`src/rtl/dsi_packet_scheduler.sv`:
```
// Frame/line timing scheduler for the DSI packet assembler: tracks line timing and
// issues one request at a time (VSS/HSS/RGB/CMD/BLANK), or releases the lanes to LP.
module dsi_packet_scheduler #(
  parameter int LINES_W = 12,
  parameter int CYC_W   = 16,
  parameter int GUARD   = 4
) (
  input  logic               clk,
  input  logic               rst_n,
  input  logic               enable,
  input  logic               lpm_enable,
  input  logic [LINES_W-1:0] vsa_lines,
  input  logic [LINES_W-1:0] vbp_lines,
  input  logic [LINES_W-1:0] vact_lines,
  input  logic [LINES_W-1:0] vfp_lines,
  input  logic [CYC_W-1:0]   line_period,
  input  logic [15:0]        rgb_bytes,
  input  logic               cmd_pending,
  input  logic [15:0]        cmd_size,
  output logic               pkt_valid,
  output logic [2:0]         pkt_type,
  output logic [15:0]        pkt_size,
  input  logic               pkt_ready,
  input  logic               pkt_done,
  output logic               lp_allowed,
  output logic               frame_start,
  output logic               overrun,
  output logic               busy
);

  localparam int SUM_W = LINES_W + 2;

  localparam logic [2:0] S_IDLE     = 3'd0;
  localparam logic [2:0] S_SYNC     = 3'd1;
  localparam logic [2:0] S_RGB      = 3'd2;
  localparam logic [2:0] S_CMD      = 3'd3;
  localparam logic [2:0] S_BLANK    = 3'd4;
  localparam logic [2:0] S_WAIT     = 3'd5;
  localparam logic [2:0] S_LINE_END = 3'd6;

  localparam logic [2:0] T_VSS   = 3'd0;
  localparam logic [2:0] T_HSS   = 3'd1;
  localparam logic [2:0] T_RGB   = 3'd2;
  localparam logic [2:0] T_CMD   = 3'd3;
  localparam logic [2:0] T_BLANK = 3'd4;

  localparam logic [CYC_W-1:0]   CYC_ONE  = CYC_W'(1);
  localparam logic [LINES_W-1:0] LINE_ONE = LINES_W'(1);
  localparam logic [SUM_W-1:0]   SUM_ONE  = SUM_W'(1);

  function automatic logic [15:0] sat_u16(input logic [31:0] v);
    return (v > 32'h0000_FFFF) ? 16'hFFFF : v[15:0];
  endfunction

  logic [2:0]         state;
  logic [CYC_W-1:0]   line_cnt;
  logic [LINES_W-1:0] line_idx;
  logic               sync_pend;
  logic               stop_pend;

  logic [LINES_W-1:0] vsa_q, vbp_q, vact_q, vfp_q;
  logic [CYC_W-1:0]   period_q;

  logic [SUM_W-1:0] sum_vbp, sum_act, sum_total, idx_ext;
  logic             is_active, last_line, boundary, frame_load;
  logic [16:0]      cmd_words;
  logic             cmd_fit, blank_ok;
  logic [31:0]      blank_bytes;

  always_comb begin
    sum_vbp     = SUM_W'(vsa_q) + SUM_W'(vbp_q);
    sum_act     = sum_vbp + SUM_W'(vact_q);
    sum_total   = sum_act + SUM_W'(vfp_q);
    idx_ext     = SUM_W'(line_idx);
    is_active   = (idx_ext >= sum_vbp) && (idx_ext < sum_act);
    last_line   = (idx_ext == (sum_total - SUM_ONE));
    boundary    = (state != S_IDLE) && (line_cnt == '0);
    frame_load  = enable && (((state == S_IDLE)) || (boundary && last_line));
    cmd_words   = (17'(cmd_size) + 17'd3) >> 2;
    cmd_fit     = cmd_pending && ((32'(cmd_words) + 32'(GUARD)) <= 32'(line_cnt));
    // Test before subtracting so the guard margin never underflows.
    blank_ok    = !lpm_enable && (32'(line_cnt) >= (32'(GUARD) + 32'd3));
    blank_bytes = ((32'(line_cnt) - 32'(GUARD)) << 2) - 32'd6;
  end

  assign busy       = (state != S_IDLE);
  assign lp_allowed = (state == S_LINE_END) && lpm_enable && !pkt_valid;

  // Timing registers are captured only at frame start.
  always_ff @(posedge clk) begin
    if (frame_load) begin
      vsa_q    <= vsa_lines;
      vbp_q    <= vbp_lines;
      vact_q   <= vact_lines;
      vfp_q    <= vfp_lines;
      period_q <= line_period;
    end
  end

  always_ff @(posedge clk or negedge rst_n) begin
    if (!rst_n) begin
      state       <= S_IDLE;
      line_cnt    <= '0;
      line_idx    <= '0;
      sync_pend   <= 1'b0;
      stop_pend   <= 1'b0;
      pkt_valid   <= 1'b0;
      pkt_type    <= 3'd0;
      pkt_size    <= 16'd0;
      frame_start <= 1'b0;
      overrun     <= 1'b0;
    end else begin
      frame_start <= 1'b0;

      if (state != S_IDLE) begin
        if (boundary) begin
          line_cnt <= last_line ? (line_period - CYC_ONE) : (period_q - CYC_ONE);
          line_idx <= last_line ? '0 : (line_idx + LINE_ONE);
          if (last_line && enable) frame_start <= 1'b1;
        end else begin
          line_cnt <= line_cnt - CYC_ONE;
        end
      end

      case (state)
        S_IDLE: begin
          if (enable) begin
            frame_start <= 1'b1;
            line_idx    <= '0;
            line_cnt    <= line_period - CYC_ONE;
            sync_pend   <= 1'b0;
            stop_pend   <= 1'b0;
            state       <= S_SYNC;
          end
        end

        S_WAIT: begin
          if (pkt_valid && pkt_ready) pkt_valid <= 1'b0;
          if (pkt_done) begin
            // A line boundary seen now or while waiting forces the next sync.
            if (boundary || sync_pend) begin
              state     <= (stop_pend || (boundary && last_line && !enable)) ? S_IDLE : S_SYNC;
              sync_pend <= 1'b0;
              stop_pend <= 1'b0;
            end else begin
              case (pkt_type)
                T_VSS, T_HSS: state <= is_active ? S_RGB : S_CMD;
                T_BLANK:      state <= S_LINE_END;
                default:      state <= S_CMD;
              endcase
            end
          end else if (boundary) begin
            overrun   <= 1'b1;
            sync_pend <= 1'b1;
            if (last_line && !enable) stop_pend <= 1'b1;
          end
        end

        default: begin
          if (boundary) begin
            state <= (last_line && !enable) ? S_IDLE : S_SYNC;
          end else begin
            case (state)
              S_SYNC: begin
                pkt_valid <= 1'b1;
                pkt_type  <= (line_idx == '0) ? T_VSS : T_HSS;
                pkt_size  <= 16'd0;
                state     <= S_WAIT;
              end
              S_RGB: begin
                pkt_valid <= 1'b1;
                pkt_type  <= T_RGB;
                pkt_size  <= rgb_bytes;
                state     <= S_WAIT;
              end
              S_CMD: begin
                if (cmd_fit) begin
                  pkt_valid <= 1'b1;
                  pkt_type  <= T_CMD;
                  pkt_size  <= 16'd0;
                  state     <= S_WAIT;
                end else begin
                  state <= S_BLANK;
                end
              end
              S_BLANK: begin
                if (blank_ok) begin
                  pkt_valid <= 1'b1;
                  pkt_type  <= T_BLANK;
                  pkt_size  <= sat_u16(blank_bytes);
                  state     <= S_WAIT;
                end else begin
                  state <= S_LINE_END;
                end
              end
              default: state <= state;
            endcase
          end
        end
      endcase
    end
  end

endmodule

```
`config.mk`:
```
export PLATFORM = sky130hd
export DESIGN_NAME = dsi_packet_scheduler
export DESIGN_NICKNAME = d
export VERILOG_FILES = /design/src/rtl/dsi_packet_scheduler.sv
export SDC_FILE = /design/constraint.sdc
export NUM_CORES = 1
export LEC_CHECK = 0
export CAP_MARGIN = 20
export CORE_MARGIN = 4
export CORE_UTILIZATION = 55
export DETAILED_ROUTE_END_ITERATION = 16
export PLACE_DENSITY = 0.87
export SLEW_MARGIN = 10
export SYNTH_ARGS = -nofsm -noshare
export SYNTH_HDL_FRONTEND = slang
export SYNTH_SLANG_ARGS = --single-unit
```
`constraint.sdc`:
```
create_clock -name clk -period 8.7 [get_ports clk]
set_input_delay 0.87 -clock clk [delete_from_list [all_inputs] [get_ports clk]]
set_output_delay 0.87 -clock clk [all_outputs]
set_load 0.03 [all_outputs]
```
==> impl_metrics.csv, run 1 <==
group,metric,value,unit
outcome,status,"finished clean",
clock_tree,cts_sinks,119,
layout,fin_area,11700,um^2
layout,final_nets,1396,
logic_synthesis,syn_area,9640,um^2
logic_synthesis,syn_nets,1287,
logic_synthesis,ys.flop_type,"edfxtp_1",
global_routing,grt_max_degree,65,
clock_tree,cts_root_buf,"clkbuf_16",
drt,drtIter0Drc,870,
logic_synthesis,netlist.area_leader.share,0.199,
logic_synthesis,ys_ff_latch,119,
floorplan,io_pins,127,
clock_tree,clock_latency,0.42,ns
layout,drive_above_1_share,0.0498,
placed_design,place_area,11100,um^2
timing,hold_viol_final,0,
logic_synthesis,avgSynthCellArea,8.91,um^2
timing,fmax,131,MHz
timing,tns,0,ns
critical_path,crit_top_cell,"ha_1",
timing,maxSlewHeadroom,0.299,
floorplan,start_util,0.560,
timing,rsz0062_at_grt,"no",
drt,ant_nets,0,
global_routing,grt_usage,0.256,
critical_path,cp_slowest_stage_delay,0.58,ns
floorplan,core,17200,um^2
clock_tree,cts_buffers,17,
timing,slew_viol_final,0,
critical_path,cp-start-kind,"register",
placed_design,place_congestion,0.887,
power_and_ir_drop,p_leak,4.85,nW
power_and_ir_drop,finalPower,3.00,mW
timing,fin_crit,7.63,ns
run,maxCapViolations,0,
timing,finalSetupViolations,0,
clock_tree,cts_buffer_depth,2,
drt,routedWlPerCell,17.9,um
clock_tree,cts.clk_slew.worst_paths,0.06,ns
logic_synthesis,ys_top_cells_by_area,"edfxtp_1 (20%), dfrtp_1 (14%), ha_1 (13%), xnor2_1 (6.4%), o21ai_0 (3.4%)",
logic_synthesis,synth.largest_area_cell,"edfxtp_1",
timing,postLayoutSetupSlackWorst,1.07,ns
floorplan,num_rows,48,
power_and_ir_drop,irDropWorstVdd,0.163,mV
placed_design,place_inst,1396,
logic_synthesis,synth_cell_type_count,73,
placed_design,hpwl,19200,um
global_routing,antenna_found_initial,0,
global_routing,grt_pass1_vias,8513,
logic_synthesis,synth_edf_count,64,
logic_synthesis,synth_most_common_cell,"ha_1",
layout,insertedDiodeCount,0,
critical_path,cp_max_fo,64,
global_routing,gr-total-overflow,0,
logic_synthesis,seq_area_frac_synth,0.342,
timing,worst_pin_slew,1.05,ns
floorplan,die_area,19700,um^2
critical_path,crit_family,"compound AO/OA/AOI/OAI gates",
floorplan,die_h,140,um
logic_synthesis,syn_inst,1082,
hold_path,min-delay-path-class,"reg -> reg",
drt,dr.pass1.iters,6,
timing,fin_crit_sh,0.877,
clock_tree,cts_tree,"built",
layout,fin_cells,1429,
placed_design,port_buffers,126,
critical_path,required,8.74,ns
clock_tree,cts.repair.resized,0,
logic_synthesis,synth_warnings,0,
logic_synthesis,synthTopCellsByCount,"ha_1 (99), inv_1 (85), nand2_1 (84)",
drt,num_vias,8703,
floorplan,dieWidth,140,um
critical_path,cp_slowest_cell,"buf_4",
layout,post-route-util,0.677,
global_routing,grt_pass1_wl,41200,um
critical_path,critPathBufInv,3,
power_and_ir_drop,power.density,257,nW/um^2
logic_synthesis,synth_async_sr_flop_share,0.462,
clock_tree,hold_buffers,0,
layout,syn_to_final_growth,21.1,%
timing,whs,0.465,ns
critical_path,path_class,"reg -> reg",
drt,remaining_drc_errors,0,
critical_path,cp-end-kind,"register",
timing,finClkSkew,0.0115,ns
drt,via_per_inst,6.09,
drt,wl,25500,um
placed_design,place_ws,1.17,ns
critical_path,cp.arrival,7.67,ns
clock_tree,cts_max_level,4,
clock_tree,postCtsSetupBuffers,0,
[routing by layer]
layer | vias to the layer above | routed length [um] | track usage
met4 | 0 | 654 | 0.0872
met5 | - | 0 | 0
li1 | 4154 | - | -
met1 | 4163 | 10200 | 0.316
met3 | 62 | 1620 | 0.0533
met2 | 324 | 13000 | 0.446
[report_power, final]
group / internal (mW) / switching (mW) / leakage (nW)
registers: 0.708 / 0.183 / 1.25
clock network: 0.450 / 0.275 / 0.276
logic: 0.592 / 0.797 / 3.32
[cell type report]
type,instances,area (um^2)
tap,225,282
fill,1280,5560
inverter,85,319
sequential,119,3300
timing repair buffer,134,1320
clock buffer,17,425
multi-input combinational,834,5860
clock inverter,15,179
[final timing paths]
kind / from / end / slack (ns) / cells after the start
max in group asynchronous: rst_n / line_cnt[9]$_DFF_PN0_ / 7.62 / 2
worst min register to register: overrun$_DFFE_PN0P_ / overrun$_DFFE_PN0P_ / 0.47 / 1
worst max register to register: vsa_q[1]$_DFFE_PP_ / period_q[1]$_DFFE_PP_ / 1.07 / 27
min in group asynchronous: rst_n / pkt_size[6]$_DFFE_PN0P_ / 0.59 / 2
worst min-delay path: overrun$_DFFE_PN0P_ / overrun$_DFFE_PN0P_ / 0.47 / 1
worst max-delay path: vsa_q[1]$_DFFE_PP_ / period_q[1]$_DFFE_PP_ / 1.07 / 27
[sequential cells by signal, indices dropped and copies added (netlist names)]
signal and cells:
state 3, pkt_valid 1, period_q 16, vbp_q 12, pkt_size 16, vact_q 12, stop_pend 1, sync_pend 1
frame_start 1, line_idx 12, vfp_q 12, vsa_q 12, overrun 1, pkt_type 3, line_cnt 16
[cells in the final DEF, fill, tap and decap left out, drive strengths merged, types with 11 or more instances in the layout]
cell type	n
nor3	24
a211oi	11
o21a	11
inv	87
mux2i	11
clkdlybuf4s50	125
a21oi	63
dfrtp	55
and3	15
nor2	79
edfxtp	64
or3	15
ha	99
xor2	31
a21o	20
nand3	38
nor4	22
nor2b	12
a211o	12
clkbuf	17
o21ai	66
nand2b	12
xnor2	70
nand2	84
[kinds of logic after synthesis]
kind of cell,count (synthesis),share of synthesized area
mux,13,0.0138
xor+xnor,101,0.0917
simple gates,359,0.192
compound gates,256,0.173
flops,119,0.342
buf+inv,129,0.0510
other cells,1,0.000389
fa+ha+maj,104,0.137
No activity file was read; power rests on OpenSTA's default activity.
==> run 2: changes to the inputs <==
CORE_ASPECT_RATIO = 0.8   (was default)
==> run 2 against run 1 <==
Compared with the run above: global-route usage is 0.31 points lower; sequential share of layout area is 0.070 points lower; fmax is 1.3% higher; critical path type unchanged; critical endpoint is now vsa_q[10]$_DFFE_PP_; largest cell class unchanged.
==> impl_metrics.csv, run 2 (same netlist as run 1, synthesis figures left out) <==
group,metric,value,unit
hold_path,min-delay-path-class,"reg -> reg",
floorplan,start_util,0.558,
clock_tree,hold_buffers,0,
floorplan,num_rows,43,
critical_path,cp-end-kind,"register",
drt,ant_nets,0,
drt,drtIter0Drc,798,
global_routing,gr-total-overflow,0,
global_routing,grt_usage,0.253,
critical_path,rrSetupSlack,1.17,ns
drt,remaining_drc_errors,0,
floorplan,io_pins,127,
critical_path,cp-start-kind,"register",
critical_path,endpoint,"vsa_q[10]$_DFFE_PP_",
layout,post-route-util,0.678,
critical_path,cp_slowest_stage_delay,0.65,ns
clock_tree,postCtsSetupBuffers,0,
clock_tree,cts_root_buf,"clkbuf_16",
timing,slew_viol_final,0,
global_routing,antenna_found_initial,0,
run,maxCapViolations,0,
timing,finClkSkew,0.0113,ns
layout,nFillCells,1329,
drt,dr.pass1.iters,8,
critical_path,r2r_cells,28,
clock_tree,cts_max_level,4,
timing,tns,0,ns
global_routing,grt_pass1_wl,40900,um
clock_tree,cts_buffers,17,
power_and_ir_drop,power.density,257,nW/um^2
critical_path,rr_startpoint,"vsa_q[1]$_DFFE_PP_",
critical_path,crit_start,"vsa_q[1]$_DFFE_PP_",
timing,rsz0062_at_grt,"no",
drt,wl,25000,um
power_and_ir_drop,irDropWorstVdd,0.127,mV
timing,fin_crit_sh,0.865,
drt,routedWlPerCell,17.5,um
timing,fin_crit,7.53,ns
floorplan,die_area,19700,um^2
timing,maxSlewHeadroom,0.299,
floorplan,core,17300,um^2
layout,mostFrequentLayoutCells,"clkdlybuf4s50_1 (125), ha_1 (99), inv_1 (85)",
layout,insertedDiodeCount,0,
timing,hold_viol_final,0,
clock_tree,cts_tree,"built",
layout,syn_to_final_growth,21.4,%
layout,seq_area,3300,um^2
layout,drive_above_1_share,0.0482,
global_routing,grt_pass1_vias,8143,
layout,layout_commonest_cell,"clkdlybuf4s50_1",
global_routing,grt_max_degree,56,
timing,finalSetupViolations,0,
drt,via_per_inst,5.98,
clock_tree,cts.clk_slew.worst_paths,0.06,ns
layout,final_nets,1396,
drt,num_vias,8541,
clock_tree,clock_latency,0.42,ns
timing,worst_pin_slew,1.05,ns
layout,multi_input_area,5860,um^2
critical_path,path_class,"reg -> reg",
critical_path,cp_max_fo,34,
critical_path,crit_top_cell,"ha_1",
timing,whs,0.502,ns
critical_path,cp_slowest_cell,"and2_2",
clock_tree,cts_sinks,119,
clock_tree,cts_buffer_depth,2,
outcome,status,"finished clean",
clock_tree,cts.repair.resized,0,
critical_path,cp.arrival,7.63,ns
layout,reg_top3,"line_cnt (16), period_q (16), pkt_size (16)",
timing,fmax,133,MHz
placed_design,hpwl,18900,um
placed_design,port_buffers,126,
critical_path,timing.rr.end,"vsa_q[10]$_DFFE_PP_",
power_and_ir_drop,p_leak,4.88,nW
floorplan,die_h,126,um
placed_design,place_congestion,0.950,
critical_path,required,8.80,ns
floorplan,dieWidth,156,um
## run 2: cell count changes in the layout (fill, tap and decap cells not counted)
| cell | previous run | this run |
|---|---|---|
| buf_12 | 0 | 1 |
| buf_4 | 8 | 6 |
| buf_8 | 0 | 1 |
| bufinv_16 | 3 | 1 |
| clkbuf_1 | 0 | 3 |
| clkbuf_16 | 17 | 19 |
| clkbuf_8 | 0 | 5 |
| clkinv_1 | 1 | 0 |
| clkinv_4 | 2 | 1 |
| clkinvlp_4 | 6 | 1 |
| inv_4 | 0 | 1 |
| inv_6 | 2 | 0 |
## run 2: power by group
part	internal (mW)	total, mW	switching [mW]
registers	0.708	0.886	0.179
logic	0.594	1.40	0.807
clock network	0.466	0.718	0.252
## run 2: worst min path at each step
stage / start / end / slack [ns] / cells past startpoint
2_1_floorplan: stop_pend$_DFFE_PN0P_ / stop_pend$_DFFE_PN0P_ / 0.46 / 1
5_1_grt: stop_pend$_DFFE_PN0P_ / stop_pend$_DFFE_PN0P_ / 0.51 / 1
3_5_place_dp: overrun$_DFFE_PN0P_ / overrun$_DFFE_PN0P_ / 0.49 / 1
6_report: stop_pend$_DFFE_PN0P_ / stop_pend$_DFFE_PN0P_ / 0.50 / 1
3_3_place_gp: pkt_size[1]$_DFFE_PN0P_ / pkt_size[1]$_DFFE_PN0P_ / 0.46 / 2
4_1_cts: stop_pend$_DFFE_PN0P_ / stop_pend$_DFFE_PN0P_ / 0.50 / 1
## run 2: layer usage
layer | global-route usage | share of wire | wire length, um | vias up
met3 | 0.0686 | 0.098 | 2460 | 40
met2 | 0.364 | 0.42 | 10400 | 385
li1 | - | - | - | 4155
met5 | 0 | 0 | 0 | -
met4 | 0.0592 | 0.013 | 318 | 0
met1 | 0.380 | 0.47 | 11800 | 3961
## run 2: worst max-delay path, delay by kind of cell (launching register included)
kind,cells,cell delay (ns)
compound gates,9,1.95
xor+xnor,3,0.55
fa+ha+maj,4,1.33
simple gates,8,2.15
flops,1,0.39
buf+inv,4,0.80
## run 2: cell type report
| class | count | area share |
|---|---|---|
| clock buffer | 27 | 0.0475 |
| inverter | 85 | 0.0273 |
| timing repair buffer | 134 | 0.114 |
| multi-input combinational | 834 | 0.500 |
| clock inverter | 5 | 0.00492 |
| tap | 225 | 0.0241 |
| sequential | 119 | 0.282 |
## run 2: metrics by stage
| step | worst slack (ns) | area, um^2 | cells | power, mW |
|---|---|---|---|---|
| floorplan | 1.01 | 9640 | 1082 | 1.83 |
| global placement | 1.50 | 11100 | 1396 | 2.21 |
| detailed placement | 1.29 | 11100 | 1396 | 2.23 |
| CTS | 1.23 | 11700 | 1428 | 2.97 |
| global route | 0.574 | 11700 | 1429 | 3.20 |
| finish | 1.17 | 11700 | 1429 | 3.01 |
